File: src/rtl/instr_fetch_if.sv
// Fetch-unit bus bundle: memory read port, instruction output port and redirect.
// The fetch unit is the slave; the core/memory environment is the master.
interface instr_fetch_if;
    logic        fetch_en;
    logic        mem_rd_en;
    logic [15:0] mem_addr;
    logic [15:0] mem_rdata;
    logic        instr_valid;
    logic [15:0] instr_out;
    logic [15:0] instr_pc;
    logic        instr_ready;
    logic        redirect;
    logic [15:0] redirect_pc;

    modport master (
        output fetch_en,
        output mem_rdata,
        output instr_ready,
        output redirect,
        output redirect_pc,
        input  mem_rd_en,
        input  mem_addr,
        input  instr_valid,
        input  instr_out,
        input  instr_pc
    );

    modport slave (
        input  fetch_en,
        input  mem_rdata,
        input  instr_ready,
        input  redirect,
        input  redirect_pc,
        output mem_rd_en,
        output mem_addr,
        output instr_valid,
        output instr_out,
        output instr_pc
    );
endinterface

File: src/rtl/instr_fetch.sv
// Instruction fetch unit: fetch PC, one-deep read tracking and a head-registered FIFO.
// Define INSTR_FETCH_PREFETCH_EN for a 2-entry prefetch buffer (default: 1 entry).
module instr_fetch (
    input  logic         clk,
    input  logic         reset,
    instr_fetch_if.slave bus
);

`ifdef INSTR_FETCH_PREFETCH_EN
    localparam int DEPTH = 2;
`else
    localparam int DEPTH = 1;
`endif
    localparam int FW = DEPTH * 32;

    typedef enum logic [0:0] {
        IDLE = 1'b0,
        RUN  = 1'b1
    } state_t;

    state_t        state_r;
    logic [15:0]   pc_r;
    logic [15:0]   rd_pc_r;
    logic          inflight_r;
    logic [1:0]    count_r;
    logic [FW-1:0] fifo_r;

    logic          pop_s;
    logic          capture_s;
    logic          issue_s;
    logic [2:0]    occupancy_s;
    logic [FW-1:0] popped_fifo_s;
    logic [1:0]    popped_cnt_s;
    logic [FW-1:0] entry_s;
    logic [FW-1:0] fifo_nxt_s;
    logic [1:0]    count_nxt_s;

    // Entries are {instr, pc}, head in the low 32 bits; unused slots are kept at zero.
    assign pop_s       = (count_r != 2'd0) & bus.instr_ready & ~bus.redirect;
    assign capture_s   = inflight_r & ~bus.redirect;
    assign occupancy_s = {1'b0, count_r} + {2'b00, inflight_r} - {2'b00, pop_s};
    assign issue_s     = ~reset & (state_r == RUN) & bus.fetch_en & ~bus.redirect
                         & (occupancy_s < 3'(DEPTH));

    assign popped_fifo_s = pop_s ? (fifo_r >> 6'd32) : fifo_r;
    assign popped_cnt_s  = pop_s ? (count_r - 2'd1) : count_r;
    assign entry_s       = capture_s ? (FW'({bus.mem_rdata, rd_pc_r}) << {popped_cnt_s[0], 5'b00000})
                                     : {FW{1'b0}};

    // FIFO next state; a redirect drops buffered entries and the data landing this cycle.
    always_comb begin
        fifo_nxt_s  = popped_fifo_s | entry_s;
        count_nxt_s = popped_cnt_s + {1'b0, capture_s};
        if (bus.redirect) begin
            fifo_nxt_s  = {FW{1'b0}};
            count_nxt_s = 2'd0;
        end else begin
            fifo_nxt_s  = popped_fifo_s | entry_s;
            count_nxt_s = popped_cnt_s + {1'b0, capture_s};
        end
    end

    // Control FSM: RUN while fetching is enabled; redirect does not affect state.
    always_ff @(posedge clk) begin
        if (reset) begin
            state_r <= IDLE;
        end else begin
            case (state_r)
                IDLE: begin
                    if (bus.fetch_en) state_r <= RUN;
                    else              state_r <= IDLE;
                end
                RUN: begin
                    if (!bus.fetch_en) state_r <= IDLE;
                    else               state_r <= RUN;
                end
                default: state_r <= IDLE;
            endcase
        end
    end

    // Datapath registers: PC, outstanding-read tracking and FIFO contents.
    always_ff @(posedge clk) begin
        if (reset) begin
            pc_r       <= 16'h0000;
            rd_pc_r    <= 16'h0000;
            inflight_r <= 1'b0;
            count_r    <= 2'd0;
            fifo_r     <= {FW{1'b0}};
        end else begin
            inflight_r <= issue_s;
            count_r    <= count_nxt_s;
            fifo_r     <= fifo_nxt_s;
            if (bus.redirect) begin
                pc_r <= bus.redirect_pc;
            end else if (issue_s) begin
                pc_r <= pc_r + 16'd1;
            end else begin
                pc_r <= pc_r;
            end
            if (issue_s) begin
                rd_pc_r <= pc_r;
            end else begin
                rd_pc_r <= rd_pc_r;
            end
        end
    end

    assign bus.mem_rd_en   = issue_s;
    assign bus.mem_addr    = issue_s ? pc_r : 16'h0000;
    assign bus.instr_valid = (count_r != 2'd0);
    assign bus.instr_out   = fifo_r[31:16];
    assign bus.instr_pc    = fifo_r[15:0];

endmodule

File: src/flat_wrapper.sv
// flat-port wrapper written by rule: the top's interface ports become plain ports
module instr_fetch_flat 
  (clk, reset, bus_fetch_en, bus_mem_rdata, bus_instr_ready, bus_redirect, bus_redirect_pc, bus_mem_rd_en, bus_mem_addr, bus_instr_valid, bus_instr_out, bus_instr_pc);
  instr_fetch_if bus_i ();
  input  logic clk;
  input  logic reset;
  input wire logic [$bits(bus_i.fetch_en)-1:0] bus_fetch_en;
  input wire logic [$bits(bus_i.mem_rdata)-1:0] bus_mem_rdata;
  input wire logic [$bits(bus_i.instr_ready)-1:0] bus_instr_ready;
  input wire logic [$bits(bus_i.redirect)-1:0] bus_redirect;
  input wire logic [$bits(bus_i.redirect_pc)-1:0] bus_redirect_pc;
  output wire logic [$bits(bus_i.mem_rd_en)-1:0] bus_mem_rd_en;
  output wire logic [$bits(bus_i.mem_addr)-1:0] bus_mem_addr;
  output wire logic [$bits(bus_i.instr_valid)-1:0] bus_instr_valid;
  output wire logic [$bits(bus_i.instr_out)-1:0] bus_instr_out;
  output wire logic [$bits(bus_i.instr_pc)-1:0] bus_instr_pc;
  assign bus_i.fetch_en = bus_fetch_en;
  assign bus_i.mem_rdata = bus_mem_rdata;
  assign bus_i.instr_ready = bus_instr_ready;
  assign bus_i.redirect = bus_redirect;
  assign bus_i.redirect_pc = bus_redirect_pc;
  assign bus_mem_rd_en = bus_i.mem_rd_en;
  assign bus_mem_addr = bus_i.mem_addr;
  assign bus_instr_valid = bus_i.instr_valid;
  assign bus_instr_out = bus_i.instr_out;
  assign bus_instr_pc = bus_i.instr_pc;
  instr_fetch u_core (.clk(clk), .reset(reset), .bus(bus_i));
endmodule
File: config.mk
export PLATFORM = sky130hd
export DESIGN_NAME = instr_fetch_flat
export DESIGN_NICKNAME = d
export VERILOG_FILES = /design/src/rtl/instr_fetch_if.sv /design/src/rtl/instr_fetch.sv /design/src/flat_wrapper.sv
export SDC_FILE = /design/constraint.sdc
export NUM_CORES = 1
export LEC_CHECK = 0
export ABC_AREA = 1
export BUFFER_PORTS_ARGS = -buffer_cell sky130_fd_sc_hd__buf_4
export CORE_MARGIN = 2
export CORE_UTILIZATION = 47
export DETAILED_ROUTE_END_ITERATION = 8
export PLACE_DENSITY = 0.76
export SETUP_SLACK_MARGIN = 0.15
export SLEW_MARGIN = 20
export SYNTH_ARGS = -nofsm -noshare
export SYNTH_HDL_FRONTEND = slang
export SYNTH_SLANG_ARGS = --single-unit
File: constraint.sdc
create_clock -name clk -period 2.84 [get_ports clk]
set_clock_uncertainty 0.1 [all_clocks]
set_input_delay 0.284 -clock clk [delete_from_list [all_inputs] [get_ports clk]]
set_output_delay 0.284 -clock clk [all_outputs]
set_load 0.005 [all_outputs]
==> Implementation_results.wiki, run 1 <==
{| class="wikitable"
! Metric !! Value
|-
| Commonest non-fill, non-tap cells in the layout || 134 x nand2_1, 93 x buf_4, 66 x dfxtp_1, 41 x a21oi_1, 40 x inv_1
|-
| Fin crit share || 116%
|-
| Synth Instances || 450
|-
| Remaining global-route overflow || 0
|-
| Antenna violations before repair || 0
|-
| Global placement routability congestion || ~0.9
|-
| Worst-skew pair later-pin latency || 0.36 ns
|-
| Pre-CTS setup slack || -0.0394 ns
|-
| Setup ws final || -0.459 ns
|-
| Clk Tree Root Cell || clkbuf_8
|-
| Antenna Cells || 0
|-
| Total of endpoints with negative setup slack in the final report || 49
|-
| Vias per cell || roughly 5.3
|-
| Total detailed-routing wirelength || between 9000 and 10000 um
|-
| Critical Path End Type || primary output
|-
| Number of nets with antenna violations after routing || 0
|-
| CTS HTree Levels || 3
|-
| Required time of the critical path || roughly 2.5 ns
|-
| Top metal layer carrying routed signals || met4
|-
| Count of yosys warnings during synthesis || 0
|-
| Core Rows || 29
|-
| Status || finished with violations
|-
| Post-Place Cell Area || about 0.0039 sq mm
|-
| Buffer depth of the longest clock path || 2
|-
| Commonest non-fill, non-tap cell in the layout || nand2_1
|-
| Total global-route track usage || 24.1%
|-
| Cell Chain, Critical Path || inv_4 > ha_4 > inv_4 > nand3_4 > inv_4 > ha_4 > inv_2 > ha_4 > inv_2 > fa_1 > nand2_1 > nor2_2 > inv_2 > nor2_4 > clkbuf_16 > nand2_2 > inv_2 > buf_4
|-
| Layout cell share with drive strength beyond 1 || about two fifths
|-
| Unrepaired setup endpoints after global routing || true
|-
| Critical path arrival || between 2 and 3 ns
|-
| Number of sinks driven by the clock tree || 68
|-
| Die height || approximately 85 um
|-
| Total number of nets in the final design || 600
|-
| Number of optimization iterations in the first detailed-route pass || 5
|-
| Average wire per cell in the routed design || about 15 um
|-
| Failing checks || negative setup slack
|-
| Final-report hold violation count || 0
|-
| Growth of design area from synthesis to finish || 53.2%
|-
| Filler Cells Inserted || 449
|-
| Max-slew violation count || 0
|-
| Die width || approximately 85 um
|-
| Slew at the pin with the worst max-slew slack || 0.725 ns
|-
| Worst hold-check path type || input port to flip-flop
|-
| CTS tree || done
|-
| Worst vdd ir || 0.436 mV
|-
| DRC Markers || 0
|-
| Number of buffers inserted by port buffering || 86
|-
| Most frequent cell on the critical path || inv_2
|-
| Total die area || 0.00727 sq mm
|-
| Delay of the slowest critical-path stage || approximately 0.49 ns
|-
| Highest Clock Rate || 303 MHz
|-
| Number of placed I/O pins || 87
|-
| Area share of the largest cell type after synthesis || between 40% and 50%
|-
| Vias in the first global route || about 3000
|-
| Via count of the routed design || ~3400
|-
| Cell type of the slowest stage on the worst timing path || fa_1
|-
| Clock period minus worst slack || between 3 and 4 ns
|-
| Syn_area_per_cell || 6.90 sq um
|-
| Slew headroom || slightly above 50%
|-
| Wire length of the first global-routing pass || 13900 um
|-
| Drt initial violations || 272
|-
| CTS Hold Buffers Added || 0
|-
| HPWL after detailed placement || roughly 5700 um
|-
| Met2 wire len || slightly below 5000 um
|-
| Clock transition at path regs || approximately 0.08 ns
|-
| Worst Setup Start Kind || flip-flop
|-
| Final design area excluding fillers || ~0.0048 sq mm
|-
| Finished Layout Cells || 638
|-
| Routed length on met3 || ~670 um
|-
| TritonCTS buffer count || 9
|-
| Final core occ || about 74%
|-
| Post-synthesis instance area || approximately 0.0031 sq mm
|-
| PwrDens || roughly 470 mW/mm^2
|-
| Cell type with the largest total area after synthesis || dfxtp_1
|-
| Placed Cells || roughly 600
|-
| Routed length on met1 || ~4000 um
|-
| Critical-path maximum fanout || 8
|-
| Post-synthesis cell type count || 25
|-
| Number of violations of the max-capacitance limit || 0
|-
| Largest net degree at the start of global routing || 34
|-
| Part of the Yosys area used for sequential elements || around 44%
|-
| Number of nets produced by synthesis || ~490
|-
| Leak pwr || ~0.0022 uW
|-
| Cells taking the most area after synthesis || dfxtp_1 44%, nand2_1 20%, a21oi_1 9.4%, inv_1 6.7%, nand3_1 4.7%
|-
| Core area || between 0.006 and 0.007 sq mm
|-
| Initial core utilization || between 40 and 50%
|-
| #FFs+latches synth || 68
|-
| WS Path Type || flip-flop to primary output
|}
==> worst max-delay path: cells and delay by family, from the launching register on <==
| kind | cells | cell delay, ns |
|---|---|---|
| buffers and inverters | 9 | 0.71 |
| adder cells (fa/ha/maj) | 4 | 0.94 |
| AND/OR/NAND/NOR | 5 | 0.55 |
| flip-flops | 1 | 0.35 |
==> synth_stat cells <==
cell,instances
nand2_1,164
dfxtp_1,68
a21oi_1,58
inv_1,55
nand3_1,29
nor2_1,25
clkbuf_1,12
ha_1,5
buf_2,4
buf_6,4
o21ai_0,4
nand4_1,3
a22oi_1,2
nor2_4,2
nor3_1,2
o21bai_1,2
xnor2_1,2
xor2_1,2
a21boi_0,1
clkinv_2,1
fa_1,1
nand3_2,1
nand3_4,1
nor2_2,1
xor2_2,1
==> logic make-up (layout without fill, tap and decap cells) <==
family | Yosys count | in the layout | synth area share [%]
buf+inv | 76 | 187 | 10.4
fa+ha+maj | 6 | 6 | 2.66
flops | 68 | 68 | 43.9
compound gates | 67 | 67 | 11.2
xor+xnor | 5 | 5 | 1.65
simple gates | 228 | 228 | 30.3
==> area by class of cell <==
class,count,area [sq um],area share [%]
timing repair buffer,116,1040,22.0
clock inverter,6,138,2.89
sequential,68,1360,28.7
tap,77,96.3,2.03
inverter,56,221,4.66
multi-input combinational,306,1770,37.2
clock buffer,9,124,2.60
==> registers in the layout (all words and copies together) (netlist names) <==
name / count
u_core.inflight_r: 1
u_core.count_r: 2
u_core.fifo_r: 32
u_core.state_r: 1
u_core.rd_pc_r: 16
u_core.pc_r: 16
==> what timing repair did <==
item	4_1_cts	5_1_grt
resized for setup	23	75
gates cloned	1	4
pin swaps	2	23
endpoints found under the setup margin	18	49
setup buffers	11	5
==> metrics by stage <==
step           TNS [ns]  total power [uW]  hold slack (ns)
6_report         -14.05              2250           0.0373
5_1_grt          -18.17              2310           0.0680
4_1_cts           -5.71              2210           0.0469
3_5_place_dp     -0.246              1150            0.352
3_3_place_gp          0              1140            0.348
2_1_floorplan         0              1080            0.291
==> path summary, 6_finish.rpt <==
path                     start           endpoint  slack (ns)  cells past startpoint
max          u_core.count_r[0]    bus_mem_addr[6]       -0.46                     18
min               bus_fetch_en     u_core.state_r        0.04                      3
max reg2reg  u_core.count_r[0]  u_core.rd_pc_r[3]       -0.26                     22
min reg2reg  u_core.fifo_r[13]  u_core.fifo_r[13]        0.37                      2
==> where the power goes <==
part	leakage, uW	total [uW]	switching [uW]	internal, uW
clock	0.000129	1080	406	670
sequential	0.000552	997	28.6	969
combinational	0.00149	174	89.9	84.6
total	0.00218	2250	525	1720
==> metal layers <==
layer	vias up	GRT usage (%)
met5	-	0
met4	0	9.52
met3	22	5.54
met2	135	38.9
met1	1576	31.2
li1	1620	-
No activity file was read; power rests on OpenSTA's default activity.
==> inputs of run 2 (changes only) <==
--- a/config.mk
+++ b/config.mk
@@ -11,8 +11,8 @@
 export CORE_UTILIZATION = 47
 export DETAILED_ROUTE_END_ITERATION = 8
 export PLACE_DENSITY = 0.76
+export RECOVER_POWER = 25
 export SETUP_SLACK_MARGIN = 0.15
-export SLEW_MARGIN = 20
 export SYNTH_ARGS = -nofsm -noshare
 export SYNTH_HDL_FRONTEND = slang
 export SYNTH_SLANG_ARGS = --single-unit
==> run 2 against run 1 <==
  * The flow finishes with violations (max-capacitance violations, max-slew violations, negative setup slack)
  * Via count fell by 0.33%
  * Flip-flop and latch count is the same
  * Hold slack got worse by 0.0022 ns
  * Cell count unchanged
  * Non-clock buffer count did not move
  * Critical endpoint unchanged
  * Largest cell class unchanged
==> Implementation_results.wiki, run 2 (synthesis gave the netlist of run 1 again) <==
{| class="wikitable"
! Metric !! Value
|-
| Number of buffers inserted by port buffering || 86
|-
| Max-slew violation count || 31
|-
| Average wire per cell in the routed design || ~15 um
|-
| Worst Reg2Reg Path Length in Cells || 22
|-
| Worst-skew pair later-pin latency || ~0.36 ns
|-
| Initial core utilization || between 40 and 50%
|-
| Buffer depth of the longest clock path || 2
|-
| Global placement routability congestion || slightly below 0.9
|-
| Highest Clock Rate || 303 MHz
|-
| FF/Latch Area || 0.00136 sq mm
|-
| HPWL after detailed placement || roughly 5700 um
|-
| Worst vdd ir || about 0.44 mV
|-
| Post-Place Cell Area || between 0.003 and 0.004 sq mm
|-
| Worst slack on hold paths || between 0.03 and 0.04 ns
|-
| Worst reg2reg path startpoint || u_core.count_r[0]
|-
| DRC Markers || 0
|-
| Min-Delay Startpoint || bus_fetch_en
|-
| Final-report hold violation count || 0
|-
| End point of the most critical hold path || u_core.state_r
|-
| Hold-critical path depth || 3
|-
| Growth of design area from synthesis to finish || 53.0%
|-
| Clk Tree Root Cell || clkbuf_8
|-
| Final design area excluding fillers || around 0.0047 sq mm
|-
| CTS tree || done
|-
| Filler Cells Inserted || about 450
|-
| Number of nets with antenna violations after routing || 0
|-
| Remaining global-route overflow || 0
|-
| Clock period minus worst slack || 3.30 ns
|-
| Failing checks || max-capacitance violations, max-slew violations, negative setup slack
|-
| Status || finished with violations
|-
| Core area || about 0.0064 sq mm
|-
| TritonCTS buffer count || 9
|-
| Commonest non-fill, non-tap cells in the layout || 134 x nand2_1, 76 x buf_4, 66 x dfxtp_1, 41 x a21oi_1, 40 x inv_1
|-
| Critical Path End Type || primary output
|-
| Slew headroom || -31.8%
|-
| Clock transition at path regs || about 0.080 ns
|-
| Post-Route Setup TNS || -16.19 ns
|-
| Vias in the first global route || between 3000 and 4000
|-
| Register name with the most flops || u_core.fifo_r
|-
| Number of violations of the max-capacitance limit || 1
|-
| Setup ws final || -0.458 ns
|-
| Number of placed I/O pins || 87
|-
| R2r setup slk || -0.34 ns
|-
| Unrepaired setup endpoints after global routing || true
|-
| Critical-path maximum fanout || 8
|-
| Die width || about 85 um
|-
| Total global-route track usage || approximately a quarter
|-
| Critical register-to-register path endpoint || u_core.rd_pc_r[3]
|-
| Largest net degree at the start of global routing || 34
|-
| Die height || ~85 um
|-
| Number of flip-flops under the largest register name || 32
|-
| Area of the multi-input gates || around 0.0018 sq mm
|-
| Slew at the pin with the worst max-slew slack || 1.98 ns
|-
| Antenna Cells || 0
|-
| Wire length of the first global-routing pass || roughly 14000 um
|-
| Total number of nets in the final design || 600
|-
| Fin crit share || 116%
|-
| CTS HTree Levels || 3
|-
| Total of endpoints with negative setup slack in the final report || 49
|-
| Required time of the critical path || 2.46 ns
|-
| PwrDens || 473 mW/mm^2
|-
| Vias per cell || ~5.2
|-
| CTS Hold Buffers Added || 0
|-
| Antenna violations before repair || 0
|-
| Total detailed-routing wirelength || approximately 9700 um
|-
| Via count of the routed design || about 3300
|-
| Worst hold-check path type || input port to flip-flop
|-
| WS Path Type || flip-flop to primary output
|-
| Commonest non-fill, non-tap cell in the layout || nand2_1
|-
| Largest registers || u_core.fifo_r: 32 flops, u_core.pc_r: 16 flops, u_core.rd_pc_r: 16 flops
|-
| Drt initial violations || 281
|-
| Core Rows || 29
|-
| Number of sinks driven by the clock tree || a little under 70
|-
| Number of optimization iterations in the first detailed-route pass || 5
|-
| Critical path arrival || 2.91 ns
|-
| Leak pwr || 0.00216 uW
|-
| Worst Setup Start Kind || flip-flop
|-
| Total die area || 0.00727 sq mm
|-
| Layout cell share with drive strength beyond 1 || about two fifths
|}
[run 2: cell types whose count changed in the layout (fill, tap and decap cells not counted), sizes merged]
cell / before / now
clkbuf: 12 / 29
buf: 113 / 96
[run 2: worst max-delay path, cell delays in order, from the launching register on]
cell	delay, ns
dfxtp_2	0.35
inv_4	0.04
ha_4	0.15
inv_4	0.06
nand3_4	0.08
inv_4	0.07
ha_4	0.19
inv_2	0.06
ha_4	0.11
inv_2	0.03
fa_1	0.49
nand2_1	0.07
nor2_2	0.13
inv_2	0.07
nor2_4	0.19
clkbuf_16	0.21
nand2_2	0.07
inv_2	0.07
buf_4	0.10
[run 2: metrics by stage]
step	power [uW]	setup WS, ns	cells	utilization [%]
finish	2250	-0.458	638	74.4
global route	2310	-0.535	638	74.4
CTS	2210	-0.334	629	68.2
detailed placement	1150	-0.0394	602	61.1
global placement	1140	0.0672	602	61.1
floorplan	1080	0.127	450	-
[run 2: per-layer routing]
| layer | wire length, um | vias up | share of wire, % | global-route usage [%] |
|---|---|---|---|---|
| li1 | - | 1619 | - | - |
| met2 | 4910 | 129 | 51 | 38.9 |
| met3 | 660 | 23 | 6.8 | 5.54 |
| met5 | 0 | - | 0 | 0 |
| met1 | 3900 | 1571 | 40 | 31.2 |
| met4 | 182 | 0 | 1.9 | 9.52 |
[run 2: what timing repair did]
action / CTS / global route
pin swaps: 2 / 23
resized for setup: 23 / 75
endpoints found under the setup margin: 18 / 49
cloned: 1 / 4
buffers inserted: 11 / 5
[run 2: layout make-up]
class,instances,area share (%)
well taps,77,2.03
repair buffers,116,21.8
flip-flops and latches,68,28.7
clock inverters,6,2.90
clock buffers,9,2.61
inverters,56,4.66
multi-input cells,306,37.2
[run 2: power by group]
| part | leakage, uW | switching [uW] | internal [uW] |
|---|---|---|---|
| registers | 0.000552 | 28.0 | 969 |
| clock network | 0.000129 | 407 | 670 |
| logic | 0.00148 | 89.4 | 84.4 |
| total | 0.00216 | 525 | 1720 |
[run 2: worst max-delay path by stage]
stage / start / to / cells after the start
5_1_grt: u_core.count_r[0] / bus_mem_addr[6] / 18
3_3_place_gp: u_core.count_r[0] / bus_mem_addr[10] / 18
6_report: u_core.count_r[0] / bus_mem_addr[6] / 18
2_1_floorplan: u_core.count_r[0] / bus_mem_addr[4] / 17
3_5_place_dp: u_core.count_r[0] / bus_mem_addr[13] / 18
4_1_cts: u_core.count_r[0] / bus_mem_addr[13] / 18
